`config.mk`:
```
export PLATFORM = sky130hd
export DESIGN_NAME = axi_rd_arbiter
export DESIGN_NICKNAME = d
export VERILOG_FILES = /design/src/rtl/axi_rd_arbiter_pkg.sv /design/src/rtl/axi_rd_arbiter_rr.sv /design/src/rtl/axi_rd_arbiter.sv
export SDC_FILE = /design/constraint.sdc
export NUM_CORES = 1
export LEC_CHECK = 0
export ABC_CLOCK_PERIOD_IN_PS = 2850
export CORE_AREA = 3 3 100 102
export CTS_CLUSTER_DIAMETER = 120
export DETAILED_ROUTE_END_ITERATION = 10
export DIE_AREA = 0 0 103 105
export HOLD_SLACK_MARGIN = 0.02
export PLACE_DENSITY = 0.6
export SLEW_MARGIN = 20
export SYNTH_ARGS = -nofsm -noshare
export SYNTH_HDL_FRONTEND = slang
export SYNTH_SLANG_ARGS = --single-unit
```
`constraint.sdc`:
```
create_clock -name clk -period 2.85 [get_ports clk]
set_input_delay 0.285 -clock clk [delete_from_list [all_inputs] [get_ports clk]]
set_output_delay 0.285 -clock clk [all_outputs]
set_load 0.05 [all_outputs]
```
`src/rtl/axi_rd_arbiter_pkg.sv`:
```
// axi_parameters: shared AXI widths, burst encoding and read-arbiter state type.
// Rev 1.0
`default_nettype none

package axi_parameters;

  localparam int ADDR_WIDTH = 32;
  localparam int DATA_WIDTH = 32;
  localparam int ID_WIDTH   = 8;

  parameter int NUM_MASTERS = 2;

  typedef enum logic [1:0] {
    FIXED = 2'b00,
    INCR  = 2'b01,
    WRAP  = 2'b10
  } B_TYPE;

  typedef enum logic [1:0] {
    IDLE = 2'd0,
    ADDR = 2'd1,
    DATA = 2'd2
  } arb_state_t;

  function automatic int rr_next(input int idx, input int n);
    return (idx + 1 >= n) ? 0 : idx + 1;
  endfunction

endpackage

`default_nettype wire

```
`src/rtl/axi_rd_arbiter_rr.sv`:
```
// rr_arbiter: combinational round-robin picker, first requester at or after ptr with wrap.
// Rev 1.0
`default_nettype none

module rr_arbiter #(
  parameter int NUM_REQ = 2
) (
  input  logic [NUM_REQ-1:0]         req,
  input  logic [$clog2(NUM_REQ)-1:0] ptr,
  output logic [$clog2(NUM_REQ)-1:0] gnt_idx,
  output logic                       gnt_valid
);

  localparam int IW = $clog2(NUM_REQ);

  // Scan from the farthest offset down so the nearest requester is written last.
  always_comb begin
    gnt_idx   = '0;
    gnt_valid = 1'b0;
    for (int off = NUM_REQ - 1; off >= 0; off--) begin
      if (req[(int'(ptr) + off) % NUM_REQ]) begin
        gnt_idx   = IW'((int'(ptr) + off) % NUM_REQ);
        gnt_valid = 1'b1;
      end
    end
  end

endmodule

`default_nettype wire

```
`src/rtl/axi_rd_arbiter.sv`:
```
// axi_rd_arbiter: round-robin sharing of one AXI4 read slave port, one burst in flight.
// Rev 1.0
`default_nettype none

module axi_rd_arbiter #(
  parameter int NUM_MASTERS = axi_parameters::NUM_MASTERS,
  parameter int ADDR_WIDTH  = axi_parameters::ADDR_WIDTH,
  parameter int DATA_WIDTH  = axi_parameters::DATA_WIDTH,
  parameter int ID_WIDTH    = axi_parameters::ID_WIDTH
) (
  input  logic                              clk,
  input  logic                              reset,
  input  logic [NUM_MASTERS-1:0]            m_arvalid,
  output logic [NUM_MASTERS-1:0]            m_arready,
  input  logic [NUM_MASTERS*ADDR_WIDTH-1:0] m_araddr,
  input  logic [NUM_MASTERS*8-1:0]          m_arlen,
  input  logic [NUM_MASTERS*3-1:0]          m_arsize,
  input  logic [NUM_MASTERS*2-1:0]          m_arburst,
  input  logic [NUM_MASTERS*ID_WIDTH-1:0]   m_arid,
  output logic [NUM_MASTERS-1:0]            m_rvalid,
  input  logic [NUM_MASTERS-1:0]            m_rready,
  output logic [DATA_WIDTH-1:0]             m_rdata,
  output logic [1:0]                        m_rresp,
  output logic                              m_rlast,
  output logic [ID_WIDTH-1:0]               m_rid,
  output logic                              s_arvalid,
  input  logic                              s_arready,
  output logic [ADDR_WIDTH-1:0]             s_araddr,
  output logic [7:0]                        s_arlen,
  output logic [2:0]                        s_arsize,
  output logic [1:0]                        s_arburst,
  output logic [ID_WIDTH-1:0]               s_arid,
  input  logic                              s_rvalid,
  output logic                              s_rready,
  input  logic [DATA_WIDTH-1:0]             s_rdata,
  input  logic [1:0]                        s_rresp,
  input  logic                              s_rlast,
  input  logic [ID_WIDTH-1:0]               s_rid,
  output logic [$clog2(NUM_MASTERS)-1:0]    grant_idx
);

  import axi_parameters::*;

  localparam int IW = $clog2(NUM_MASTERS);

  arb_state_t    state_q, state_d;
  logic [IW-1:0] rr_ptr_q, rr_ptr_d;
  logic [IW-1:0] grant_q, grant_d;
  logic [IW-1:0] pick_idx;
  logic          pick_valid;
  logic          ar_hs;
  logic          r_last_hs;

  rr_arbiter #(
    .NUM_REQ (NUM_MASTERS)
  ) u_rr (
    .req       (m_arvalid),
    .ptr       (rr_ptr_q),
    .gnt_idx   (pick_idx),
    .gnt_valid (pick_valid)
  );

  assign ar_hs     = s_arvalid && s_arready;
  assign r_last_hs = s_rvalid && s_rready && s_rlast;

  always_ff @(posedge clk or posedge reset) begin
    if (reset) begin
      state_q  <= IDLE;
      rr_ptr_q <= '0;
      grant_q  <= '0;
    end else begin
      state_q  <= state_d;
      rr_ptr_q <= rr_ptr_d;
      grant_q  <= grant_d;
    end
  end

  always_comb begin
    state_d  = state_q;
    rr_ptr_d = rr_ptr_q;
    grant_d  = grant_q;
    case (state_q)
      IDLE: begin
        if (pick_valid) begin
          grant_d = pick_idx;
          state_d = ADDR;
        end
      end
      ADDR: begin
        if (ar_hs) state_d = DATA;
      end
      DATA: begin
        // Pointer moves past the owner only when its burst has fully drained.
        if (r_last_hs) begin
          state_d  = IDLE;
          rr_ptr_d = IW'(rr_next(int'(grant_q), NUM_MASTERS));
        end
      end
      default: state_d = IDLE;
    endcase
  end

  always_comb begin
    s_arvalid = 1'b0;
    s_rready  = 1'b0;
    m_arready = '0;
    m_rvalid  = '0;
    case (state_q)
      ADDR: begin
        s_arvalid          = 1'b1;
        m_arready[grant_q] = s_arready;
      end
      DATA: begin
        s_rready          = m_rready[grant_q];
        m_rvalid[grant_q] = s_rvalid;
      end
      default: ;
    endcase
  end

  assign s_araddr  = m_araddr[int'(grant_q)*ADDR_WIDTH +: ADDR_WIDTH];
  assign s_arlen   = m_arlen[int'(grant_q)*8 +: 8];
  assign s_arsize  = m_arsize[int'(grant_q)*3 +: 3];
  assign s_arburst = m_arburst[int'(grant_q)*2 +: 2];
  assign s_arid    = m_arid[int'(grant_q)*ID_WIDTH +: ID_WIDTH];

  assign m_rdata = s_rdata;
  assign m_rresp = s_rresp;
  assign m_rlast = s_rlast;
  assign m_rid   = s_rid;

  assign grant_idx = grant_q;

  // With a single burst in flight, R data outside DATA means the slave misbehaved.
  a_no_r_outside_data: assert property (@(posedge clk) disable iff (reset)
    !(s_rvalid && (state_q != DATA)));

endmodule

`default_nettype wire

```
==> implementation parameters <==
Parameter                              Value

Global routing
  GR Util All Layers ... 0.0934
  Wire length of the first global-routing pass ... 7860 µm
  Antenna violations before repair ... 0
  Total global routing overflow ... 0
  Pin count of the biggest net entering global routing ... 28
  Number of global-route vias before repair ... 1421

STA
  Worst Tran Pin Value ... 0.617 ns
  Final setup violation count ... 0
  Top achievable clock speed ... 0.370 GHz
  Worst-case headroom to the max-slew limit ... 0.589
  Period utilisation layout ... 0.949
  Total negative slack ... 0 ns
  Hold Violations, Final ... 0
  Fin worst setup slack ... 0.146 ns
  Final number of max-transition violations ... 0
  Worst Clk Skew ... 0.00641 ns
  Unrepaired setup endpoints after global routing ... no
  Tmin final ... 2.70 ns

Final layout
  Fraction of final layout cells sized beyond drive strength 1 ... 0.0308
  Total number of nets in the final design ... 418
  Total inserted antenna cells ... 0
  Layout-stage area growth over the synthesis result ... 133%

Run status
  Result of the run ... finished clean

Clocking
  Number of H-tree levels ... 1
  Gates resized, CTS repair ... 0
  Cts bufs inserted ... 3
  Clock Root Buffer ... clkbuf_8
  Clock tree from TritonCTS ... yes
  Cts-stage hold buffer count ... 0
  Number of setup buffers added after CTS ... 0
  Clock insertion delay at the later pin of the skew report ... 0.22 ns
  Worst-case clock buffer depth ... 2
  Clock edge transition at the registers on the reported setup and hold paths ... 0.03 ns
  Number of clock sinks ... 4

Pwr
  Maximum vdd ir drop ... 405 µV
  Total power divided by cell area ... 871 nW/µm²
  Static Leakage ... 1.04 nW

Drt
  Via count ... 1400
  Post-DR wirelength/cell ... 15.6 µm
  Met3 WL ... 733 µm
  Iteration-0 DRC count of the detailed router ... 28
  DRC ... 0
  DR pass1 iterations ... 4
  Met2 wirelength from detailed routing ... 2680 µm
  Via density per instance ... 3.77
  WL final ... 5770 µm
  Post-Route M1 WL ... 2340 µm
  Top Layer Used ... met4
  ANT nets after route ... 0

Place
  Post-detailed-placement half-perimeter wirelength ... 5010 µm
  PortBufs ... 175
  Placer congestion estimate ... 0.751
  Place WS ... 0.333 ns

Yosys
  Flip-flop and latch count after synthesis ... 4
  Number of enable-type register cells in the synthesized netlist ... 0
  Area share of the largest cell type after synthesis ... 0.499
  Average cell area after synthesis ... 9.34 µm²
  Post-synthesis sequential area ratio ... 0.0837
  Area of the mapped netlist ... 1200 µm²
  Post-synth top flop ... dfrtp_1
  Yosys synthesis warning count ... 0
  Top cell types by occurrence after synthesis ... mux2_1, buf_4, buf_2, dfrtp_1, nor2_1
  Synthesized Nets ... 285
  Most common cell in the synthesized netlist ... mux2_1
  Gate Count Post-Synth ... 128
  Leading post-synthesis cells by cell area ... mux2_1, buf_4, dfrtp_1
  Number of distinct library cells after synthesis ... 21
  Synth async-reset ratio ... 1.00
  Cell type contributing the most total cell area after synthesis ... mux2_1

Setup path
  Startpoint type of the worst setup path ... flop
  Number of cells on the worst reg-to-reg path ... 3
  Worst path arrival time ... 2.42 ns
  Slowest stage cell, crit path ... dfrtp_2
  Critical path endpoint category ... primary output
  Worst endpoint required time ... 2.57 ns
  Chain of cells forming the critical path ... buf_4 -> mux2_1 -> clkdlybuf4s50_1
  Stage delay of the slowest cell on the critical path ... 0.75 ns
  Maximum fanout encountered on the critical timing path ... 27
  Kind of critical path ... flop to primary output

Flow run
  Max_cap viols ... 0

Floorplan
  Horizontal extent of the die ... 103 µm
  Floorplan Core Area ... 9200 µm²
  Die height ... 105 µm
  Initial Util ... 0.130
  Cell row count ... 35
  Number of top-level pins ... 260
  Total die area ... 10800 µm²

Hold path
  Type of the worst min-delay path ... input port to async pin
-- kinds of logic after synthesis --
group | after synthesis | share of synthesized area
mux | 54 | 0.507
flops | 4 | 0.0837
simple gates | 13 | 0.0565
buf+inv | 51 | 0.313
compound gates | 6 | 0.0398
-- layout make-up --
| class | count | area [µm²] |
|---|---|---|
| multi-input cells | 73 | 722 |
| inverters | 1 | 3.75 |
| flip-flops and latches | 4 | 101 |
| well taps | 111 | 139 |
| repair buffers | 178 | 1770 |
| fillers | 968 | 6410 |
| clock buffers | 4 | 45.0 |
-- worst max-delay path, delay by kind of cell (launching register included) --
kind | cells | cell delay [ns]
buf+inv | 2 | 1.08
flops | 1 | 0.75
mux | 1 | 0.36
-- cell usage in the layout, fill, tap and decap left out --
cell type / count
inv_1: 1
a31oi_1: 1
a21oi_1: 1
o41ai_2: 1
a211oi_1: 1
dfrtp_1: 3
buf_4: 3
o31ai_1: 1
clkbuf_8: 3
nand2b_1: 1
mux2_1: 53
nor3b_1: 1
nor2b_1: 1
nor2_1: 4
mux2i_1: 1
clkdlybuf4s50_1: 175
nand2_1: 3
and3_1: 1
o21ai_1: 1
nor3_1: 1
dfrtp_2: 1
clkbuf_1: 1
and4b_1: 1
-- path summary, 6_finish.rpt --
kind / start / endpoint / slack, ns
max in group asynchronous: reset / grant_idx / 2.43
min in group clk: state_q[1] / state_q[0] / 0.52
min: reset / rr_ptr_q / 0.26
min reg2reg: state_q[1] / state_q[0] / 0.52
max: grant_idx / s_arlen[3] / 0.15
max reg2reg: grant_idx / rr_ptr_q / 1.20
-- power by group --
| part | internal (mW) | switching (mW) |
|---|---|---|
| Clock | 0.0955 | 0.0294 |
| Combinational | 0.824 | 1.29 |
| Sequential | 0.0853 | 0.0976 |
| Total | 1.00 | 1.42 |
-- routing by layer --
layer,track usage,vias up
met2,0.159,107
met1,0.118,624
met3,0.0320,2
met5,0,-
li1,-,667
met4,0.00463,0
-- flip-flops by register name, summed over array words and instances (netlist names) --
signal,count
grant_idx,1
state_q,2
rr_ptr_q,1
-- through the flow --
step | std cells | instance area, µm² | power [mW] | hold WS, ns | utilization
6_report | 371 | 2790 | 2.43 | 0.256 | 0.303
5_1_grt | 371 | 2790 | 2.55 | 0.299 | 0.303
4_1_cts | 371 | 2790 | 2.46 | 0.260 | 0.303
3_5_place_dp | 367 | 2740 | 2.32 | 0.487 | 0.298
3_3_place_gp | 367 | 2740 | 2.31 | 0.493 | 0.298
2_1_floorplan | 128 | 1200 | 1.74 | 0.0511 | -
Power figures use the tool's default switching activity.
